[src/rtl/btn_debounce.sv]
// ---------------------------------------------------------------------------
// btn_debounce
//   Per-button synchronizer, debouncer and edge detector. Each channel takes
//   a raw, bouncy pad input and produces a clean level plus single-cycle
//   press/release pulses. Channels are independent; they share only the
//   clock, the reset and the debounce period.
//
// Ports (top):
//   clock    in   system clock, rising edge
//   i_reset  in   asynchronous active-low reset
//   i_btn    in   [NB_BTN] raw pad inputs
//   o_btn    out  [NB_BTN] debounced level
//   o_rise   out  [NB_BTN] one-cycle pulse per accepted 0->1
//   o_fall   out  [NB_BTN] one-cycle pulse per accepted 1->0
//
// Parameters:
//   NB_BTN      channel count
//   NB_CNT      stability counter width
//   STABLE_CNT  synchronized cycles of a stable new level needed before it
//               is accepted; legal range 2 .. 2**NB_CNT-1
// ---------------------------------------------------------------------------

// ---------------------------------------------------------------------------
// btn_debounce_ch
//   One channel: 2-flop synchronizer followed by a 4-state debounce FSM.
//
// Ports:
//   clk_i   in   clock
//   rst_ni  in   asynchronous active-low reset
//   btn_i   in   raw pad input
//   lvl_o   out  debounced level (registered)
//   rise_o  out  accepted-press pulse (registered)
//   fall_o  out  accepted-release pulse (registered)
// ---------------------------------------------------------------------------
module btn_debounce_ch #(
  parameter int NB_CNT     = 20,
  parameter int STABLE_CNT = 1000000
) (
  input  logic clk_i,
  input  logic rst_ni,
  input  logic btn_i,
  output logic lvl_o,
  output logic rise_o,
  output logic fall_o
);

  localparam logic [1:0] IDLE_LOW  = 2'd0;
  localparam logic [1:0] WAIT_HIGH = 2'd1;
  localparam logic [1:0] IDLE_HIGH = 2'd2;
  localparam logic [1:0] WAIT_LOW  = 2'd3;

  localparam logic [NB_CNT-1:0] CNT_ZERO = '0;
  localparam logic [NB_CNT-1:0] CNT_ONE  = NB_CNT'(1);
  // Last count value before a level is accepted; the counter never goes
  // past it, so it cannot wrap.
  localparam logic [NB_CNT-1:0] CNT_LAST = NB_CNT'(STABLE_CNT - 1);

  // Synchronizer: sync_q[0] may go metastable, only sync_q[1] is used.
  logic [1:0]        sync_q;
  logic              s2;

  logic [1:0]        state_q, state_d;
  logic [NB_CNT-1:0] cnt_q,   cnt_d;
  logic              lvl_q,   lvl_d;
  logic              rise_q,  rise_d;
  logic              fall_q,  fall_d;

  assign s2 = sync_q[1];

  always_ff @(posedge clk_i or negedge rst_ni) begin
    if (!rst_ni) begin
      sync_q <= 2'b00;
    end else begin
      sync_q <= {sync_q[0], btn_i};
    end
  end

  always_comb begin
    state_d = state_q;
    cnt_d   = cnt_q;
    lvl_d   = lvl_q;
    rise_d  = 1'b0;
    fall_d  = 1'b0;

    case (state_q)
      IDLE_LOW: begin
        lvl_d = 1'b0;
        if (s2) begin
          state_d = WAIT_HIGH;
          cnt_d   = CNT_ONE;
        end else begin
          cnt_d   = CNT_ZERO;
        end
      end

      WAIT_HIGH: begin
        if (!s2) begin
          // Bounce: drop the attempt entirely, no partial credit kept.
          state_d = IDLE_LOW;
          cnt_d   = CNT_ZERO;
        end else if (cnt_q == CNT_LAST) begin
          state_d = IDLE_HIGH;
          lvl_d   = 1'b1;
          rise_d  = 1'b1;
          cnt_d   = CNT_ZERO;
        end else begin
          cnt_d   = cnt_q + CNT_ONE;
        end
      end

      IDLE_HIGH: begin
        lvl_d = 1'b1;
        if (!s2) begin
          state_d = WAIT_LOW;
          cnt_d   = CNT_ONE;
        end else begin
          cnt_d   = CNT_ZERO;
        end
      end

      WAIT_LOW: begin
        if (s2) begin
          state_d = IDLE_HIGH;
          cnt_d   = CNT_ZERO;
        end else if (cnt_q == CNT_LAST) begin
          state_d = IDLE_LOW;
          lvl_d   = 1'b0;
          fall_d  = 1'b1;
          cnt_d   = CNT_ZERO;
        end else begin
          cnt_d   = cnt_q + CNT_ONE;
        end
      end

      default: begin
        state_d = IDLE_LOW;
        cnt_d   = CNT_ZERO;
        lvl_d   = 1'b0;
      end
    endcase
  end

  always_ff @(posedge clk_i or negedge rst_ni) begin
    if (!rst_ni) begin
      state_q <= IDLE_LOW;
      cnt_q   <= CNT_ZERO;
      lvl_q   <= 1'b0;
      rise_q  <= 1'b0;
      fall_q  <= 1'b0;
    end else begin
      state_q <= state_d;
      cnt_q   <= cnt_d;
      lvl_q   <= lvl_d;
      rise_q  <= rise_d;
      fall_q  <= fall_d;
    end
  end

  assign lvl_o  = lvl_q;
  assign rise_o = rise_q;
  assign fall_o = fall_q;

endmodule

module btn_debounce #(
  parameter int NB_BTN     = 4,
  parameter int NB_CNT     = 20,
  parameter int STABLE_CNT = 1000000
) (
  input  logic              clock,
  input  logic              i_reset,
  input  logic [NB_BTN-1:0] i_btn,
  output logic [NB_BTN-1:0] o_btn,
  output logic [NB_BTN-1:0] o_rise,
  output logic [NB_BTN-1:0] o_fall
);

  genvar g;
  generate
    for (g = 0; g < NB_BTN; g++) begin : g_ch
      btn_debounce_ch #(
        .NB_CNT    (NB_CNT),
        .STABLE_CNT(STABLE_CNT)
      ) u_ch (
        .clk_i (clock),
        .rst_ni(i_reset),
        .btn_i (i_btn[g]),
        .lvl_o (o_btn[g]),
        .rise_o(o_rise[g]),
        .fall_o(o_fall[g])
      );
    end
  endgenerate

endmodule

[config.mk]
export PLATFORM = sky130hd
export DESIGN_NAME = btn_debounce
export DESIGN_NICKNAME = d
export VERILOG_FILES = /design/src/rtl/btn_debounce.sv
export SDC_FILE = /design/constraint.sdc
export NUM_CORES = 1
export LEC_CHECK = 0
export ABC_AREA = 0
export CORE_ASPECT_RATIO = 0.6
export CORE_UTILIZATION = 30
export DETAILED_ROUTE_END_ITERATION = 7
export HOLD_SLACK_MARGIN = 0.1
export PLACE_DENSITY = 0.49
export SYNTH_ARGS = -nofsm -noshare
export SYNTH_HDL_FRONTEND = slang
export SYNTH_SLANG_ARGS = --single-unit
export TNS_END_PERCENT = 1
[constraint.sdc]
create_clock -name clock -period 3.1 [get_ports clock]
set_input_delay 0.62 -clock clock [delete_from_list [all_inputs] [get_ports clock]]
set_output_delay 0.62 -clock clock [all_outputs]
set_load 0.005 [all_outputs]
# After elaboration in Yosys (flattened, before gate mapping)
# Index checks and enable logic that the tools add are counted.
# totals
ff_bits	108
in_bits	6
# op_classes
add_sub_neg	4
n_eq_ne	48
mux	92
n_reduce_logical	12
# ops
operator	count
20-bit case mux with 4 select lines	4
20-bit two-way mux	12
20-bit by 1-bit adder with 20-bit output (second input constant)	4
20-bit equality test (second input constant)	4
2-bit two-way mux	24
1-bit two-way mux	44
2-bit by 1-bit != test with 1-bit output (second input constant)	16
2-bit case mux with 4 select lines	4
4-bit AND reduction	8
2-bit equality test (second input constant)	8
2-bit != test (second input constant)	8
1-bit case mux with 4 select lines	4
3-bit by 1-bit != test with 1-bit output (second input constant)	4
3-bit != test (second input constant)	4
2-bit by 1-bit equality test with 1-bit output (second input constant)	4
2-bit zero test	4

# Logic depth before layout (Yosys ltp)
# Gate-level depths: netlist (run 1).
# depth
depth_word	4
mapped_depth	9
depth_no_buf	7

# By module
# From an unflattened synthesis (run 1), not the netlist that was laid out.
# unflattened
hier_cells	572
hier_area_um2	5947.0
# modules_own_cells
mod	area_each_um2	instances	cells_each	seq_area_each_um2
btn_debounce_ch (g_ch[0].u_ch ...)	1501.4	3	143	675.6
btn_debounce_ch (g_ch[3].u_ch)	1442.6	1	143	675.6

# Worst setup path before layout (run 1)
# No wires, ideal clock.
# synth_path
path_type	reg-to-reg
startpoint	register g_ch[1].u_ch.cnt_q[0]
endpoint	register g_ch[1].u_ch.cnt_q[10]
t_required_ps	2981
path_buffers	3
arrival_ps	1728
stages_incl_launch_ff	10
setup_slack_ps	1253
synth_period_minus_slack_ps	1847
cell_sequence	dfrtp_1 -> ha_1 -> nand4_1 -> or2_0 -> buf_2 -> o21ai_1 -> nand2b_1 -> buf_4 -> buf_4 -> nor2_1
# synth_between
elab_chain_cells	4
word_cells_on_any_way	6
cone_classes	add/sub: 1; eq/ne: 1; mux: 4
# synth_lines
item	line_no	source
start: declaration	63	logic [NB_CNT-1:0] cnt_q, cnt_d;
start signal: assignment	152	cnt_q <= cnt_d;
20-bit by 1-bit adder with 20-bit output / 20-bit equality test (equally long branches)	-	
20-bit two-way mux (*)	101, 125	
20-bit two-way mux (on tied branches)	122, 97	
20-bit case mux with 4 select lines (*)	85	case (state_q)
named net g_ch[1].u_ch.cnt_d[10]	63	
# Mark *: on every way through the listed nets, which the timed path passes. The rest lies on a longest branch.
# A chain may end at the register's enable or synchronous reset.

# Worst setup path in the final report (run 1)
# layout_path
startpoint	register g_ch[1].u_ch.cnt_q[0]
endpoint	register g_ch[1].u_ch.cnt_q[19]
# The elaborated chain is that of the path after synthesis.

==> results of run 1 <==
## report_power, final
group | internal (mW) | switching [mW] | total [mW]
Sequential | 1.55 | 0.143 | 1.69
Combinational | 0.443 | 0.671 | 1.11
Clock | 0.566 | 0.481 | 1.05
## metal layers
metal	track usage	up-vias	share of wire
met5	0	-	0
met4	0.02625	0	0.0067
met3	0.03178	7	0.035
met2	0.1638	44	0.41
met1	0.1763	1785	0.55
li1	-	1899	-
## cell type report
cell class | instances | area share
clock buffer | 14 | 0.04137
multi-input combinational | 401 | 0.4216
sequential | 108 | 0.4402
tap | 240 | 0.04891
timing repair buffer | 18 | 0.03057
inverter | 26 | 0.01590
clock inverter | 1 | 0.001427
## flip-flops by register name, summed over array words and instances, names as in the netlist, named ones only
name               count
g_ch.u_ch.sync_q       8
g_ch.u_ch.lvl_o        4
g_ch.u_ch.cnt_q       80
g_ch.u_ch.rise_o       4
g_ch.u_ch.fall_o       4
g_ch.u_ch.state_q      4
## cells in the mapped netlist (2+ instances only)
master	instances	area, sq um
sky130_fd_sc_hd__xor2_1	49	429.2
sky130_fd_sc_hd__nand3_1	33	165.2
sky130_fd_sc_hd__a31oi_1	4	25.02
sky130_fd_sc_hd__nand2b_1	2	12.51
sky130_fd_sc_hd__nor2b_1	4	25.02
sky130_fd_sc_hd__o21ai_1	2	10.01
sky130_fd_sc_hd__nand2_1	34	127.6
sky130_fd_sc_hd__nand3b_1	2	15.01
sky130_fd_sc_hd__clkbuf_1	3	11.26
sky130_fd_sc_hd__nand4b_1	2	17.52
sky130_fd_sc_hd__nor3_1	15	75.07
sky130_fd_sc_hd__mux2_1	2	22.52
sky130_fd_sc_hd__nand4_1	21	131.4
sky130_fd_sc_hd__nand2_2	2	12.51
sky130_fd_sc_hd__o31ai_1	4	30.03
sky130_fd_sc_hd__and3_1	6	37.54
sky130_fd_sc_hd__or4_4	2	22.52
sky130_fd_sc_hd__buf_4	17	127.6
sky130_fd_sc_hd__buf_2	2	10.01
sky130_fd_sc_hd__and4_1	8	70.07
sky130_fd_sc_hd__or2_1	2	12.51
sky130_fd_sc_hd__nor2_1	100	375.4
sky130_fd_sc_hd__xnor2_1	23	201.4
sky130_fd_sc_hd__nor4b_1	3	26.28
sky130_fd_sc_hd__inv_1	26	97.59
sky130_fd_sc_hd__ha_1	24	300.3
sky130_fd_sc_hd__a21oi_1	13	65.06
sky130_fd_sc_hd__o21ai_0	7	35.03
sky130_fd_sc_hd__mux2_2	2	22.52
sky130_fd_sc_hd__dfrtp_1	108	2703
sky130_fd_sc_hd__nor4_1	8	50.05
## worst max-delay path, stage by stage (launching register included)
cell and delay [ns]:
sky130_fd_sc_hd__dfrtp_1 0.40, sky130_fd_sc_hd__ha_1 0.24, sky130_fd_sc_hd__nand4_1 0.15, sky130_fd_sc_hd__or2_0 0.35, sky130_fd_sc_hd__o21ai_1 0.32, sky130_fd_sc_hd__nand2b_1 0.62
sky130_fd_sc_hd__nor2_1 0.12
## worst paths after layout
path,cells after the start,endpoint
worst max-delay path,6,g_ch[1].u_ch.cnt_q[19]
worst min-delay path,1,asynchronous set/reset pin
worst max register to register,6,g_ch[1].u_ch.cnt_q[19]
worst min register to register,0,g_ch[2].u_ch.sync_q[1]
max in group asynchronous,2,g_ch[1].u_ch.cnt_q[11]
min in group clock,0,g_ch[2].u_ch.sync_q[1]
## cells by family after synthesis
logic type	count (synthesis)	synth area share
compound gates	46	0.06156
xor+xnor	72	0.1136
fa+ha+maj	24	0.05412
buf+inv	49	0.04645
flops	108	0.4870
mux	5	0.009921
simple gates	254	0.2273
## cells in the final DEF (no fill, tap or decap), types with 9 or more instances in the layout
cell type,instances
sky130_fd_sc_hd__nor3_1,15
sky130_fd_sc_hd__nand2_1,34
sky130_fd_sc_hd__clkdlybuf4s50_1,16
sky130_fd_sc_hd__nor2_1,100
sky130_fd_sc_hd__nand4_1,21
sky130_fd_sc_hd__inv_1,26
sky130_fd_sc_hd__xor2_1,49
sky130_fd_sc_hd__dfrtp_1,108
sky130_fd_sc_hd__xnor2_1,23
sky130_fd_sc_hd__clkbuf_16,9
sky130_fd_sc_hd__a21oi_1,13
sky130_fd_sc_hd__nand3_1,33
sky130_fd_sc_hd__ha_1,24
## through the flow
stage	total power [mW]	worst slack [ns]	util
after global routing	4.168	0.4475	0.3398
after detailed placement	2.836	0.6914	0.3253
after floorplan	2.601	1.253	-
after CTS	3.925	0.7068	0.3398
final	3.853	0.7414	0.3398
after global placement	2.819	0.8301	0.3253
==> metrics, run 1 <==
status finished clean; Setup TNS Final 0 ns; post-route minimum period 2.359 ns; type of destination of the critical path flop; core box area 0.01807 sq mm; P_leak 2.494 nW; global placer's final weighted congestion 0.7962; DR vias/cell 4.623; reported max-cap violation count 0; deepest clock path buffer count 2; area taken by multi-input logic gates 0.002589 sq mm; Critical R2R Launch g_ch[1].u_ch.cnt_q[0]; sequential share of the synthesized area 0.4870; layout overhead on the synthesized area 10.64%; Die Wd 177.6 um; clk sink count 108; global-route wire length before repair 17,880 um; number of flip-flops and latches in the synthesized netlist 108; clock latency of the later-clocked register in the worst-skew pair 0.34 ns; ANT cells 0; # placed instances 793; critical-path maximum fanout 19; average size of a mapped cell 9.945 sq um; post-synthesis instance area 0.005549 sq mm; tightest hold margin 0.2815 ns; cell area power density 627.6 mW/mm^2; final critical-path share of the clock period 0.7608; share of flip-flops with an asynchronous set or reset after synthesis 1.000; total number of yosys warnings 0; Chip Height 107.3 um; maximum number of pins on one net before global-route repair 64; HP Class in -> async; worst slew pin tran 0.7284 ns; final non-filler cell total 808; Critical path origin g_ch[1].u_ch.cnt_q[0]; Ports 18; initial standard-cell utilization of the core 0.3071; Routed WL 10,140 um; DR vias 3,735; number of nets produced by synthesis 588; number of global-route vias before repair 3,615; number of antenna violations at the first check in global routing 0; skew final 0.005840 ns; count of filler cells inserted in the layout 1,817; crit path launch type flop; Hold Fails Final Rpt 0; CTS tree done; count of endpoints failing setup in the final report 0; final-stage net count 594; total cell area at the placement stage 0.005877 sq mm; Slew Limit Headroom 0.5107; total routing usage reported by global routing 0.1172; number of enable-type register cells in the synthesized netlist 0; endpoint arrival time on the critical path 2.55 ns; TritonCTS Buffers 9; Final ANT Viol Nets 0; Congestion Overflow GR 0; register cell area after layout 0.002703 sq mm; maximum level of the CTS H-tree 3; RSZ-0062 raised after global routing no; total of buffers placed on input and output ports 17; maximum achievable frequency 0.4240 GHz; final cell area excluding filler cells 0.006140 sq mm; Main synth FF type sky130_fd_sc_hd__dfrtp_1; fraction of final layout cells sized beyond drive strength 1 0.04577; Data required, critical path 3.29 ns; DRC viols 0; number of buffers inserted by hold repair at cts 0; Initial DRT Pass Iterations 4; Worst Setup Path Type reg -> reg; final routed wire length divided by cell count 12.55 um; setup fix buffers added after clock tree synthesis 0; Detailed Route Iter0 Violations 249; number of pins exceeding their max-slew limit in the final report 0; area enclosed by the die boundary 0.01906 sq mm; row count 38; Clock Root Buffer sky130_fd_sc_hd__clkbuf_16; number of instances in the synthesized netlist 558; worst setup slack for register-to-register paths 0.74 ns; maximum vdd drop 294.2 uV; register clock-pin slew on the reported worst setup and hold paths 0.07 ns; count of distinct cell types in the synthesized netlist 59; half-perimeter wire length of the detailed placement result 6977 um; post_cts resized 0
No activity file was read; power rests on OpenSTA's default activity.
==> run 2: changes to the inputs <==
PLACE_DENSITY = 0.5   (was 0.49)
clock period = 2.12 ns   (was 3.1 ns; I/O delays follow)
==> run 2 against run 1 <==
Compared with the run above:
- non-clock buffer count rose by 19
- first-iteration DRC count rose by 7.6%
- power rose by 53%
- final cell count rose by 2.5%
- wire length rose by 1.6%
- sequential power rose by 47%
- largest cell class unchanged
- worst setup slack got worse by 0.55 ns
- core utilization rose by 1.1 points
- combinational power rose by 64%
- highest routed layer unchanged
- critical path depth fell by 1
- worst hold slack improved by 0.067 ns
- global-route usage rose by 0.097 points
==> metrics, run 2 (synthesis gave the netlist of run 1 again) <==
post-route minimum period 1.930 ns (was 2.359 ns); final cell area excluding filler cells 0.006339 sq mm (was 0.006140 sq mm); clk sink count 108 (unchanged); fraction of final layout cells sized beyond drive strength 1 0.07993 (was 0.04577); Detailed Route Iter0 Violations 268 (was 249); Ports 18 (unchanged); row count 38 (unchanged); Routed WL 10,300 um (was 10,140 um); status finished clean (unchanged); crit path launch type flop (unchanged); global placer's final weighted congestion 0.8028 (was 0.7962); Clock Root Buffer sky130_fd_sc_hd__clkbuf_16 (unchanged); deepest clock path buffer count 2 (unchanged); critical path, cell by cell nor4bb_1 > nand2_1 > or3_4 > a2111oi_4 > o21ai_2 (was ha_1 > nand4_1 > or2_0 > o21ai_1 > nand2b_1 > nor2_1); initial standard-cell utilization of the core 0.3071 (unchanged); register clock-pin slew on the reported worst setup and hold paths 0.07 ns (about the same); worst slew pin tran 0.5853 ns (was 0.7284 ns); skew final 0.01071 ns (was 0.005840 ns); tightest hold margin 0.3489 ns (was 0.2815 ns); Slew Limit Headroom 0.6068 (was 0.5107); DRC viols 0 (unchanged); setup fix buffers added after clock tree synthesis 0 (unchanged); number of global-route vias before repair 3,713 (was 3,615); total of buffers placed on input and output ports 17 (unchanged); Hold Fails Final Rpt 0 (unchanged); maximum achievable frequency 0.5182 GHz (was 0.4240 GHz); Final ANT Viol Nets 0 (unchanged); flip-flop count of the largest register, all copies and words added 80 (unchanged); number of antenna violations at the first check in global routing 0 (unchanged); total routing usage reported by global routing 0.1181 (was 0.1172); count of endpoints failing setup in the final report 0 (unchanged); maximum number of pins on one net before global-route repair 53 (was 64); # placed instances 811 (was 793); highest cell delay on the worst timing path 0.45 ns (was 0.62 ns); final non-filler cell total 828 (was 808); endpoint arrival time on the critical path 2.16 ns (was 2.55 ns); critical-path maximum fanout 4 (was 19); number of pins exceeding their max-slew limit in the final report 0 (unchanged); most frequent cells in the layout sky130_fd_sc_hd__dfrtp_1, sky130_fd_sc_hd__nor2_1, sky130_fd_sc_hd__xor2_1, sky130_fd_sc_hd__nand2_1, sky130_fd_sc_hd__nand3_1 (unchanged); Data required, critical path 2.35 ns (was 3.29 ns); Worst Setup Path Type reg -> reg (unchanged); maximum level of the CTS H-tree 3 (unchanged); layout overhead on the synthesized area 14.23% (was 10.64%); TritonCTS Buffers 9 (unchanged); Worst Hold Depth 0; RSZ-0062 raised after global routing no (unchanged); CTS tree done (unchanged); reported max-cap violation count 0 (unchanged); Chip Height 107.3 um (unchanged); DR vias/cell 4.657 (was 4.623); Setup TNS Final 0 ns (unchanged); highest-delay cell along the critical path sky130_fd_sc_hd__or3_4 (was sky130_fd_sc_hd__nand2b_1); cell area power density 928.2 mW/mm^2 (was 627.6 mW/mm^2); final critical-path share of the clock period 0.9102 (was 0.7608); Top Registers g_ch.u_ch.cnt_q: 80 flops, g_ch.u_ch.sync_q: 8 flops (unchanged); final-stage net count 613 (was 594); half-perimeter wire length of the detailed placement result 7311 um (was 6977 um); commonest non-fill, non-tap cell in the layout sky130_fd_sc_hd__dfrtp_1 (unchanged); total cell area at the placement stage 0.006050 sq mm (was 0.005877 sq mm); core box area 0.01807 sq mm (unchanged); count of filler cells inserted in the layout 1,821 (was 1,817); r2r worst-path depth 5 (was 6); maximum vdd drop 424.9 uV (was 294.2 uV); ANT cells 0 (unchanged); Congestion Overflow GR 0 (unchanged); clock latency of the later-clocked register in the worst-skew pair 0.34 ns (about the same); Initial DRT Pass Iterations 5 (was 4); type of destination of the critical path flop (unchanged); DR vias 3,856 (was 3,735); Die Wd 177.6 um (unchanged); area enclosed by the die boundary 0.01906 sq mm (unchanged); HP Class reg -> reg (was in -> async); largest register by flop count g_ch.u_ch.cnt_q (unchanged); final routed wire length divided by cell count 12.44 um (was 12.55 um); P_leak 2.607 nW (was 2.494 nW); global-route wire length before repair 18,050 um (was 17,880 um)
run 2: final timing paths:
check | start | end | slack [ns]
max | g_ch[2].u_ch.cnt_q[6] | flop | 0.19
min reg2reg | g_ch[1].u_ch.sync_q[0] | g_ch[1].u_ch.sync_q[1] | 0.35
max reg2reg | g_ch[2].u_ch.cnt_q[6] | flop | 0.19
max in group asynchronous | i_reset | g_ch[3].u_ch.fall_o | 0.93
min in group asynchronous | i_reset | g_ch[0].u_ch.cnt_q[12] | 0.56
min | g_ch[1].u_ch.sync_q[0] | g_ch[1].u_ch.sync_q[1] | 0.35
run 2: cell type report:
type	count	area [sq um]	share of cell area
Tap cell	240	300.3	0.04737
Clock inverter	4	32.53	0.005132
Multi-Input combinational cell	401	2589	0.4084
Inverter	26	97.59	0.01540
Clock buffer	12	246.5	0.03889
Timing Repair Buffer	37	370.4	0.05843
Sequential cell	108	2703	0.4264
run 2: worst max-delay path, delay by kind of cell, from the launching register on:
family | cells | cell delay, ns
AND/OR/NAND/NOR | 3 | 0.98
flip-flops | 1 | 0.40
AO/OA/AOI/OAI | 2 | 0.44
run 2: metal layers:
metal	GRT usage	part of all wire	up-vias
met3	0.02825	0.035	8
met5	0	0	-
met1	0.1755	0.54	1851
met4	0.03053	0.0089	0
met2	0.1694	0.41	58
li1	-	-	1939
run 2: where the power goes:
part / internal [mW] / switching, mW
Clock: 0.838 / 0.753
Combinational: 0.798 / 1.02
Sequential: 2.26 / 0.211
Total: 3.90 / 1.98
run 2: through the flow:
step                utilization  total power [mW]  worst slack, ns
floorplan                     -             3.803           0.2732
global placement         0.3348             4.305          0.09936
detailed placement       0.3348             4.336           0.1604
CTS                      0.3508             5.973           0.1424
global route             0.3508             6.329         0.006928
finish                   0.3508             5.883           0.1903
run 2: timing repair:
item / in CTS / in global routing
hold buffers: 1 / 0
setup endpoints to repair: 0 / 19
resized for setup: 0 / 1
endpoints found under the hold margin: 30 / 0
==> run 3: changes to the inputs <==
CELL_PAD_IN_SITES_DETAIL_PLACEMENT = 1   (was default)
CELL_PAD_IN_SITES_GLOBAL_PLACEMENT = 1   (was default)
PLACE_DENSITY = 0.59   (was 0.5)
==> run 3 against run 2 <==
Compared with the run above:
- first-iteration DRC count shrank 38%
- sequential share of layout area shrank 0.38 points
- worst hold slack gained 0.0014 ns
- combinational power is essentially flat
- design area grew 0.89%
- die area is the same
- clock skew grew 0.0019 ns
- wire length grew 16%
- clock power grew 22%
- critical path type unchanged
==> metrics, run 3 (synthesis gave the netlist of run 1 again) <==
status finished clean (unchanged); DRC viols 0 (unchanged); WL met3 259 um (was 356 um); endpoint arrival time on the critical path 2.21 ns (was 2.16 ns); number of global-route vias before repair 4,232 (was 3,713); Ports 18 (unchanged); total of buffers placed on input and output ports 17 (unchanged); register clock-pin slew on the reported worst setup and hold paths 0.08 ns (was 0.07 ns); Top Registers g_ch.u_ch.cnt_q: 80 flops, g_ch.u_ch.sync_q: 8 flops (unchanged); most frequent cells in the layout sky130_fd_sc_hd__dfrtp_1, sky130_fd_sc_hd__nor2_1, sky130_fd_sc_hd__xor2_1, sky130_fd_sc_hd__nand2_1, sky130_fd_sc_hd__nand3_1 (unchanged); Critical R2R Launch g_ch[3].u_ch.cnt_q[10] (was g_ch[2].u_ch.cnt_q[6]); Worst Setup Path Type reg -> reg (unchanged); largest register by flop count g_ch.u_ch.cnt_q (unchanged); Congestion Overflow GR 0 (unchanged); worst setup slack for register-to-register paths 0.15 ns (was 0.19 ns); count of endpoints failing setup in the final report 0 (unchanged); Chip Height 107.3 um (unchanged); final cell area excluding filler cells 0.006395 sq mm (was 0.006339 sq mm); layout overhead on the synthesized area 15.24% (was 14.23%); Routed WL 11,980 um (was 10,300 um); TritonCTS Buffers 9 (unchanged); Setup TNS Final 0 ns (unchanged); Hold Fails Final Rpt 0 (unchanged); r2r worst-path depth 5 (unchanged); flip-flop count of the largest register, all copies and words added 80 (unchanged); CTS tree done (unchanged); clk sink count 108 (unchanged); uppermost signal routing layer after detailed routing met4 (unchanged); Critical R2R Capture g_ch[3].u_ch.lvl_o; commonest non-fill, non-tap cell in the layout sky130_fd_sc_hd__dfrtp_1 (unchanged); Final ANT Viol Nets 0 (unchanged); core box area 0.01807 sq mm (unchanged); ANT cells 0 (unchanged); deepest clock path buffer count 2 (unchanged); RSZ-0062 raised after global routing yes (was no); Slew Limit Headroom 0.5750 (was 0.6068); reported max-cap violation count 0 (unchanged); cell area power density 975.7 mW/mm^2 (was 928.2 mW/mm^2); skew final 0.01259 ns (was 0.01071 ns); area enclosed by the die boundary 0.01906 sq mm (unchanged); maximum vdd drop 334.0 uV (was 424.9 uV); total routing usage reported by global routing 0.1377 (was 0.1181); crit path launch type flop (unchanged); initial standard-cell utilization of the core 0.3071 (unchanged); DR vias/cell 4.778 (was 4.657); post-route minimum period 1.973 ns (was 1.930 ns); Clock Root Buffer sky130_fd_sc_hd__clkbuf_16 (unchanged); maximum level of the CTS H-tree 3 (unchanged); half-perimeter wire length of the detailed placement result 8356 um (was 7311 um); HP Class reg -> reg (unchanged); maximum achievable frequency 0.5069 GHz (was 0.5182 GHz); maximum number of pins on one net before global-route repair 45 (was 53); Die Wd 177.6 um (unchanged); worst slack at placement 0.01085 ns (was 0.1604 ns); overall power 6.240 mW (was 5.883 mW); final-stage net count 610 (was 613); type of destination of the critical path flop (unchanged); Critical path origin g_ch[3].u_ch.cnt_q[10] (was g_ch[2].u_ch.cnt_q[6]); global-route wire length before repair 20,850 um (was 18,050 um); met1 wire length 6236 um (was 5587 um); number of pins exceeding their max-slew limit in the final report 0 (unchanged); worst slew pin tran 0.6327 ns (was 0.5853 ns); final routed wire length divided by cell count 14.53 um (was 12.44 um); DR vias 3,937 (was 3,856); global placer's final weighted congestion 0.7569 (was 0.8028); final critical-path share of the clock period 0.9306 (was 0.9102); fraction of final layout cells sized beyond drive strength 1 0.07877 (was 0.07993); row count 38 (unchanged); total cell area at the placement stage 0.006027 sq mm (was 0.006050 sq mm); Initial DRT Pass Iterations 4 (was 5); critical path endpoint g_ch[3].u_ch.lvl_o; P_leak 2.626 nW (was 2.607 nW); Detailed Route Iter0 Violations 166 (was 268); Data required, critical path 2.36 ns (was 2.35 ns); clock latency of the later-clocked register in the worst-skew pair 0.35 ns (was 0.34 ns); beginning of the worst hold path g_ch[2].u_ch.sync_q[0] (was g_ch[1].u_ch.sync_q[0]); length of routed met2 wiring 5327 um (was 4263 um); final worst slack 0.1471 ns (was 0.1903 ns); number of antenna violations at the first check in global routing 0 (unchanged); critical-path maximum fanout 6 (was 4)
run 3: worst max-delay path, cell delays in order, from the launching register on:
cell                       delay, ns
sky130_fd_sc_hd__dfrtp_1        0.45
sky130_fd_sc_hd__nand4b_1       0.23
sky130_fd_sc_hd__or4_4          0.49
sky130_fd_sc_hd__o31ai_1        0.30
sky130_fd_sc_hd__nand2_1        0.10
sky130_fd_sc_hd__mux2_1         0.31
run 3: what timing repair did:
| action | in CTS | in global routing |
|---|---|---|
| buffers inserted | 0 | 0 |
| gates resized for setup | 1 | 3 |
| hold buffers | 1 | 0 |
| setup endpoints to repair | 1 | 62 |
| hold endpoints to repair | 33 | 0 |
run 3: worst min-delay path by stage:
stage                                       endpoint  slack, ns  depth (start not counted)
final                         g_ch[2].u_ch.sync_q[1]       0.35                          0
after global routing          g_ch[2].u_ch.sync_q[1]       0.36                          0
after CTS                     g_ch[1].u_ch.sync_q[1]       0.35                          0
after detailed placement      g_ch[1].u_ch.sync_q[1]       0.34                          0
after global placement        g_ch[0].u_ch.sync_q[1]       0.33                          0
after floorplan           asynchronous set/reset pin       0.13                          0
run 3: per-stage QoR:
stage                       util  hold slack (ns)  cells
after floorplan                -           0.1284    558
after global placement    0.3336           0.3324    808
after detailed placement  0.3336           0.3363    808
after CTS                 0.3533           0.3517    824
after global routing      0.3539           0.3601    824
final                     0.3539           0.3502    824
run 3: where the power goes:
part           switching (mW)  internal [mW]  total, mW
Clock                   0.756           1.18       1.94
Sequential              0.204           2.26       2.47
Combinational            1.06          0.769       1.83
run 3: routing by layer:
layer,up-vias,track usage
li1,1934,-
met1,1964,0.1904
met2,24,0.2109
met3,15,0.03531
met4,0,0.04029
met5,-,0
run 3: area by class of cell:
class	count	area, sq um
clock inverter	4	97.59
timing repair buffer	34	347.8
multi-input combinational	401	2606
sequential	108	2703
fill	2042	11670
inverter	26	97.59
tap	240	300.3
clock buffer	11	242.7
